### config.mk
export PLATFORM = sky130hd
export DESIGN_NAME = load_store_unit
export DESIGN_NICKNAME = d
export VERILOG_FILES = /design/src/rtl/load_store_unit.sv
export SDC_FILE = /design/constraint.sdc
export NUM_CORES = 1
export LEC_CHECK = 0
export ABC_AREA = 0
export BUFFER_PORTS_ARGS = -buffer_cell sky130_fd_sc_hd__buf_2
export CORE_ASPECT_RATIO = 0.9
export CORE_MARGIN = 2
export CORE_UTILIZATION = 30
export DETAILED_ROUTE_END_ITERATION = 10
export GPL_TIMING_DRIVEN = 0
export PLACE_DENSITY_LB_ADDON = 0.1
export SYNTH_ARGS = -nofsm -noshare
export SYNTH_HDL_FRONTEND = slang
export SYNTH_SLANG_ARGS = --single-unit
### constraint.sdc
create_clock -name clk -period 4 [get_ports clk]
set_input_delay 0.6 -clock clk [delete_from_list [all_inputs] [get_ports clk]]
set_output_delay 0.6 -clock clk [all_outputs]
set_load 0.005 [all_outputs]
### src/rtl/load_store_unit.sv
// Load/store unit: one memory op at a time over a req/gnt/rvalid data bus.
// Formats store lanes and load results, stalls the pipe, reports faults.
module load_store_unit #(
  parameter int TIMEOUT_CYCLES = 16
) (
  input  logic        clk,
  input  logic        rst,
  input  logic        req_valid,
  input  logic        mem_read,
  input  logic        mem_write,
  input  logic [2:0]  funct3,
  input  logic [31:0] addr,
  input  logic [31:0] wdata,
  output logic        busy,
  output logic        done,
  output logic [31:0] rdata,
  output logic        fault,
  output logic [1:0]  fault_cause,
  output logic        bus_req,
  output logic        bus_we,
  output logic [31:0] bus_addr,
  output logic [3:0]  bus_be,
  output logic [31:0] bus_wdata,
  input  logic        bus_gnt,
  input  logic        bus_rvalid,
  input  logic [31:0] bus_rdata
);

  typedef enum logic [1:0] {
    IDLE     = 2'd0,
    REQ      = 2'd1,
    WAIT_RSP = 2'd2,
    DONE     = 2'd3
  } state_t;

  localparam logic [1:0] CAUSE_NONE     = 2'b00;
  localparam logic [1:0] CAUSE_MISALIGN = 2'b01;
  localparam logic [1:0] CAUSE_TIMEOUT  = 2'b10;
  localparam logic [1:0] CAUSE_ILLEGAL  = 2'b11;

  // Last counter value before the wait is abandoned.
  localparam logic [7:0] CNT_LAST = 8'(TIMEOUT_CYCLES - 1);

  state_t      state;
  state_t      state_next;

  logic [31:0] addr_q;
  logic [31:0] wdata_q;
  logic [31:0] rdata_q;
  logic [2:0]  funct3_q;
  logic        write_q;
  logic [7:0]  cnt_q;
  logic        fault_q;
  logic [1:0]  cause_q;

  logic        accept;
  logic        illegal;
  logic        misaligned;
  logic        bad_op;
  logic        timeout;
  logic        plain_load;

  logic [3:0]  be_fmt;
  logic [31:0] wdata_fmt;
  logic [31:0] lane;
  logic [31:0] load_fmt;

  assign accept     = req_valid & (mem_read | mem_write);
  assign plain_load = mem_read & ~mem_write;
  assign bad_op     = illegal | misaligned;
  assign timeout    = (cnt_q == CNT_LAST);

  // Classify the incoming op: unsupported encodings and bad alignment.
  always_comb begin
    illegal = 1'b0;
    if (mem_read && mem_write) begin
      illegal = 1'b1;
    end else if (mem_read) begin
      illegal = (funct3 == 3'b011) ||
                (funct3 == 3'b110) ||
                (funct3 == 3'b111);
    end else if (mem_write) begin
      illegal = funct3[2];
    end
    misaligned = 1'b0;
    if (funct3[1:0] == 2'b01) begin
      misaligned = addr[0];
    end else if (funct3[1]) begin
      misaligned = (addr[1:0] != 2'b00);
    end
  end

  // Byte enables and replicated store data from the latched op.
  always_comb begin
    be_fmt    = 4'b1111;
    wdata_fmt = wdata_q;
    unique case (funct3_q[1:0])
      2'b00: begin
        be_fmt    = 4'b0001 << addr_q[1:0];
        wdata_fmt = {4{wdata_q[7:0]}};
      end
      2'b01: begin
        be_fmt    = 4'b0011 << {addr_q[1], 1'b0};
        wdata_fmt = {2{wdata_q[15:0]}};
      end
      default: begin
        be_fmt    = 4'b1111;
        wdata_fmt = wdata_q;
      end
    endcase
  end

  // Shift the addressed lane down and extend it to 32 bits.
  always_comb begin
    lane     = bus_rdata >> {addr_q[1:0], 3'b000};
    load_fmt = lane;
    unique case (funct3_q)
      3'b000:  load_fmt = {{24{lane[7]}}, lane[7:0]};
      3'b100:  load_fmt = {24'd0, lane[7:0]};
      3'b001:  load_fmt = {{16{lane[15]}}, lane[15:0]};
      3'b101:  load_fmt = {16'd0, lane[15:0]};
      default: load_fmt = lane;
    endcase
  end

  // State register.
  always_ff @(posedge clk or posedge rst) begin
    if (rst) begin
      state <= IDLE;
    end else begin
      state <= state_next;
    end
  end

  // Next-state logic.
  always_comb begin
    state_next = state;
    unique case (state)
      IDLE: begin
        if (accept) begin
          state_next = bad_op ? DONE : REQ;
        end
      end
      REQ: begin
        if (bus_gnt) begin
          state_next = write_q ? DONE : WAIT_RSP;
        end else if (timeout) begin
          state_next = DONE;
        end
      end
      WAIT_RSP: begin
        if (bus_rvalid || timeout) begin
          state_next = DONE;
        end
      end
      DONE: begin
        state_next = IDLE;
      end
    endcase
  end

  // Operand latch, wait counter, fault status and load result.
  always_ff @(posedge clk or posedge rst) begin
    if (rst) begin
      addr_q   <= 32'd0;
      wdata_q  <= 32'd0;
      rdata_q  <= 32'd0;
      funct3_q <= 3'd0;
      write_q  <= 1'b0;
      cnt_q    <= 8'd0;
      fault_q  <= 1'b0;
      cause_q  <= CAUSE_NONE;
    end else begin
      unique case (state)
        IDLE: begin
          if (accept) begin
            addr_q   <= addr;
            wdata_q  <= wdata;
            funct3_q <= funct3;
            write_q  <= mem_write;
            cnt_q    <= 8'd0;
            fault_q  <= bad_op;
            if (illegal) begin
              cause_q <= CAUSE_ILLEGAL;
            end else if (misaligned) begin
              cause_q <= CAUSE_MISALIGN;
            end else begin
              cause_q <= CAUSE_NONE;
            end
            if (bad_op && plain_load) begin
              rdata_q <= 32'd0;
            end
          end
        end
        REQ: begin
          if (bus_gnt) begin
            cnt_q <= 8'd0;
          end else if (timeout) begin
            fault_q <= 1'b1;
            cause_q <= CAUSE_TIMEOUT;
            if (!write_q) begin
              rdata_q <= 32'd0;
            end
          end else begin
            cnt_q <= cnt_q + 8'd1;
          end
        end
        WAIT_RSP: begin
          if (bus_rvalid) begin
            rdata_q <= load_fmt;
          end else if (timeout) begin
            fault_q <= 1'b1;
            cause_q <= CAUSE_TIMEOUT;
            rdata_q <= 32'd0;
          end else begin
            cnt_q <= cnt_q + 8'd1;
          end
        end
        default: begin
        end
      endcase
    end
  end

  // Outputs decoded from state; bus fields only driven while requesting.
  always_comb begin
    busy        = 1'b0;
    done        = 1'b0;
    fault       = 1'b0;
    fault_cause = CAUSE_NONE;
    rdata       = rdata_q;
    bus_req     = 1'b0;
    bus_we      = 1'b0;
    bus_addr    = 32'd0;
    bus_be      = 4'd0;
    bus_wdata   = 32'd0;
    unique case (state)
      IDLE: begin
        busy = accept;
      end
      REQ: begin
        busy      = 1'b1;
        bus_req   = 1'b1;
        bus_we    = write_q;
        bus_addr  = {addr_q[31:2], 2'b00};
        bus_be    = be_fmt;
        bus_wdata = write_q ? wdata_fmt : 32'd0;
      end
      WAIT_RSP: begin
        busy = 1'b1;
      end
      DONE: begin
        done        = 1'b1;
        fault       = fault_q;
        fault_cause = cause_q;
      end
    endcase
  end

endmodule

==> impl_metrics.py <==
metrics = {
    "floorplanning": {
        "num_rows": 49,
        "core_area_mm2": 0.02011,
        "start_util_pct": 30.69,
        "die_width_um": 155.2,
        "io_pins": 213,
        "die-area_mm2": 0.02173,
        "die_y_um": 140.1,
    },
    "pwr": {
        "p_sw_share_pct": 37.73,
        "p_leak_nw": 4.069,
        "clock_power_share_pct": 24.0,
        "p_int_mw": 4.084,
        "netSwitchingPower_mw": 2.474,
        "power_density_mw_per_mm2": 800.8,
        "seq_power_share_pct": 30.1,
        "pwr-share-comb_pct": 45.9,
        "vdd_ir_drop_max_mv": 0.3431,
    },
    "final_layout": {
        "stdcell_area_mm2": 0.008190,
        "seq_area_mm2": 0.002828,
        "drive_above_1_share_pct": 42.87,
        "n_fill_cell": 2005,
        "syn2layout_area_growth_pct": 32.73,
        "multi_input_comb_area_mm2": 0.003042,
        "final_nets": 920,
        "final_cell_mix": "buf_2, dfrtp_1, mux2_2, mux2i_1, a21oi_1",
        "final_common_cell": "buf_2",
    },
    "timing": {
        "finalSetupTns_ns": 0,
        "rsz0062_at_grt": "no",
        "fin_crit_ns": 3.243,
        "worst_pin_slew_ns": 0.7858,
        "report.final.slew_viol_count": 0,
        "relSlewSlack_pct": 47.61,
        "fin_ws_ns": 0.7566,
        "max_freq_mhz": 308.3,
        "finClkSkew_ns": 0.006121,
        "setup_viol": 0,
        "hold_viol_final": 0,
        "period_share_pct": 81.08,
        "hold_ws_ns": 0.2081,
    },
    "critical_path": {
        "path_max_fanout": 10,
        "r2r_end": "wdata_q[31]",
        "crit_buf_inv": 4,
        "cpPeakStageDelay_ns": 0.45,
        "crit_top_cell": "clkbuf_1",
        "path_delay_family": "buffers and inverters",
        "setup.worst_path.class": "reg -> out",
        "path_cells": "inv_1, ha_1, clkbuf_1, nand2_1, clkbuf_1, a21oi_1, buf_2",
        "critPathArrivalTime_ns": 2.64,
        "cp-start-kind": "flop",
        "r2r-start": "state[1]",
        "cpMaxStageDelayCell": "clkbuf_1",
        "rr_worst_depth": 7,
        "worst_setup_path_end_kind": "output pin",
        "rrSetupSlack_ns": 1.61,
        "cp_data_required_time_ns": 3.40,
    },
    "logic_synthesis": {
        "synthDistinctLibCells": 47,
        "synth_fa_ha_area_share_pct": 1.217,
        "synth_ff_type": "dfrtp_1",
        "syn_avg_cell_area_um2": 10.69,
        "ys_ff_latch": 113,
        "ys_async_sr_fraction_pct": 100.0,
        "yosys_warnings": 0,
        "synth_compound_area_share_pct": 11.66,
        "synthMuxAreaShare_pct": 24.13,
        "seq_area_frac_synth_pct": 45.82,
        "netlist_area_mm2": 0.006171,
        "synth_top_family_by_area": "multiplexers",
        "synth-simple-area-share_pct": 12.17,
        "synth_edf_count": 0,
        "syn_inst": 577,
        "synth-xor-area-share_pct": 0,
    },
    "clock_tree": {
        "clock_latency_ns": 0.42,
        "cts.sinks": 113,
        "path_clk_slew_ns": 0.06,
        "postCtsSetupRepairBufs": 0,
        "cts_tree": "built",
        "holdBufCountCts": 0,
        "cts_resized": 0,
        "numCtsBuffers": 17,
        "cts-root-buf": "clkbuf_16",
        "clock_path_buffers": 2,
        "h-tree-depth": 4,
    },
    "placement": {
        "dp_hpwl_um": 14380,
        "portBuffers": 210,
        "pre_cts_slack_ns": 1.084,
        "gp_congestion": 0.8531,
        "placed_cell_area_mm2": 0.007577,
    },
    "global_route": {
        "antenna_found_initial": 3,
        "grt_max_degree": 66,
        "grt_pass1_wl_um": 30060,
        "grt_usage_pct": 17.84,
        "grt_most_used_layer": "met2",
        "grt_remaining_overflow": 0,
        "grt_pass1_vias": 5464,
        "met3_usage_pct": 5.755,
        "met1_usage_pct": 22.73,
        "globalRouteMet2Util_pct": 28.16,
    },
    "drt": {
        "firstDrtPassIters": 4,
        "route.detailed.drc": 0,
        "drt-vias-per-instance": 4.918,
        "wl_per_cell_um": 17.80,
        "vias": 5297,
        "wl_um": 19170,
        "drtIter0Drc": 250,
        "ant_nets": 0,
    },
    "flow_run": {
        "drv_cap": 0,
    },
    "status": {
        "status": "finished clean",
    },
    "worst_hold_path": {
        "min_path_type": "in -> async",
    },
}
[power groups by stage]
stage | Combinational, mW | Sequential (mW) | Clock, mW
after floorplan | 2.09 | 1.89 | 0
after global placement | 3.01 | 1.96 | 0
after detailed placement | 3.05 | 1.98 | 0
after CTS | 3.07 | 1.97 | 1.62
after global routing | 3.33 | 2.04 | 1.67
final | 3.01 | 1.97 | 1.57
[cell type report]
| cell class | count | share of cell area (%) |
|---|---|---|
| flip-flops and latches | 113 | 34.52 |
| clock buffers | 18 | 5.240 |
| plain buffers | 38 | 2.582 |
| inverters | 25 | 1.207 |
| diodes | 1 | 0.03055 |
| clock inverters | 14 | 2.215 |
| repair buffers | 211 | 13.17 |
| well taps | 255 | 3.896 |
| multi-input cells | 402 | 37.14 |
[per-stage QoR]
stage | util, % | std cells | total power, mW
2_1_floorplan | - | 578 | 3.987
3_3_place_gp | 37.52 | 1043 | 4.973
3_5_place_dp | 37.68 | 1044 | 5.039
4_1_cts | 40.72 | 1076 | 6.653
5_1_grt | 40.72 | 1076 | 7.041
6_report | 40.73 | 1077 | 6.558
[synth_stat cells (all sizes together) (2+ instances only)]
library cell / count / area share [%]
a21oi: 44 / 3.6
inv: 25 / 1.5
dfrtp: 113 / 46
ha: 6 / 1.2
a211oi: 18 / 2.2
nor2: 36 / 2.2
buf: 16 / 2.1
a31o: 2 / 0.28
nand3: 6 / 0.49
a21o: 3 / 0.36
o31ai: 5 / 0.83
mux2: 84 / 16
and2: 36 / 3.6
nor2b: 13 / 1.3
clkbuf: 22 / 1.3
nand2b: 3 / 0.30
mux2i: 49 / 7.9
nand2: 34 / 2.1
nor3: 4 / 0.41
o21a: 3 / 0.36
and3: 12 / 1.2
o21ai: 28 / 2.3
[worst max path at each step]
| stage | slack, ns | startpoint | cells after the start | end |
|---|---|---|---|---|
| 2_1_floorplan | 0.41 | rst | 1 | addr_q[0] |
| 3_3_place_gp | -1.14 | rst | 2 | addr_q[12] |
| 3_5_place_dp | 1.08 | mem_write | 6 | busy |
| 4_1_cts | 0.64 | state[1] | 7 | bus_wdata[14] |
| 5_1_grt | 0.46 | state[1] | 7 | bus_wdata[14] |
| 6_report | 0.76 | state[1] | 7 | bus_wdata[14] |
[worst reg2reg max path: cells and delay by family, from the launching register on]
family	cells	cell delay, ns
buf+inv	4	1.00
flops	1	0.40
mux	1	0.38
compound gates	1	0.32
fa+ha+maj	1	0.18
[flip-flops by register name, indices dropped and copies added (netlist names)]
| register | cells |
|---|---|
| rdata | 32 |
| cause_q | 2 |
| state | 2 |
| wdata_q | 32 |
| funct3_q | 3 |
| fault_q | 1 |
| write_q | 1 |
| cnt_q | 8 |
| addr_q | 32 |
[routing by layer]
metal  part of all wire [%]  vias up
li1                       -     2479
met1                     44     2550
met2                     46      226
met3                    8.2       38
met4                    2.4        4
met5                   0.16        -
[logic make-up (layout without fill, tap and decap cells)]
kind of cell    count (synthesis)  after routing
fa+ha+maj                       6              6
other cells                     1              3
simple gates                  147            147
flops                         113            113
mux                           133            133
compound gates                114            114
buf+inv                        63            306
Note: power is estimated with default switching activity, not from simulation.
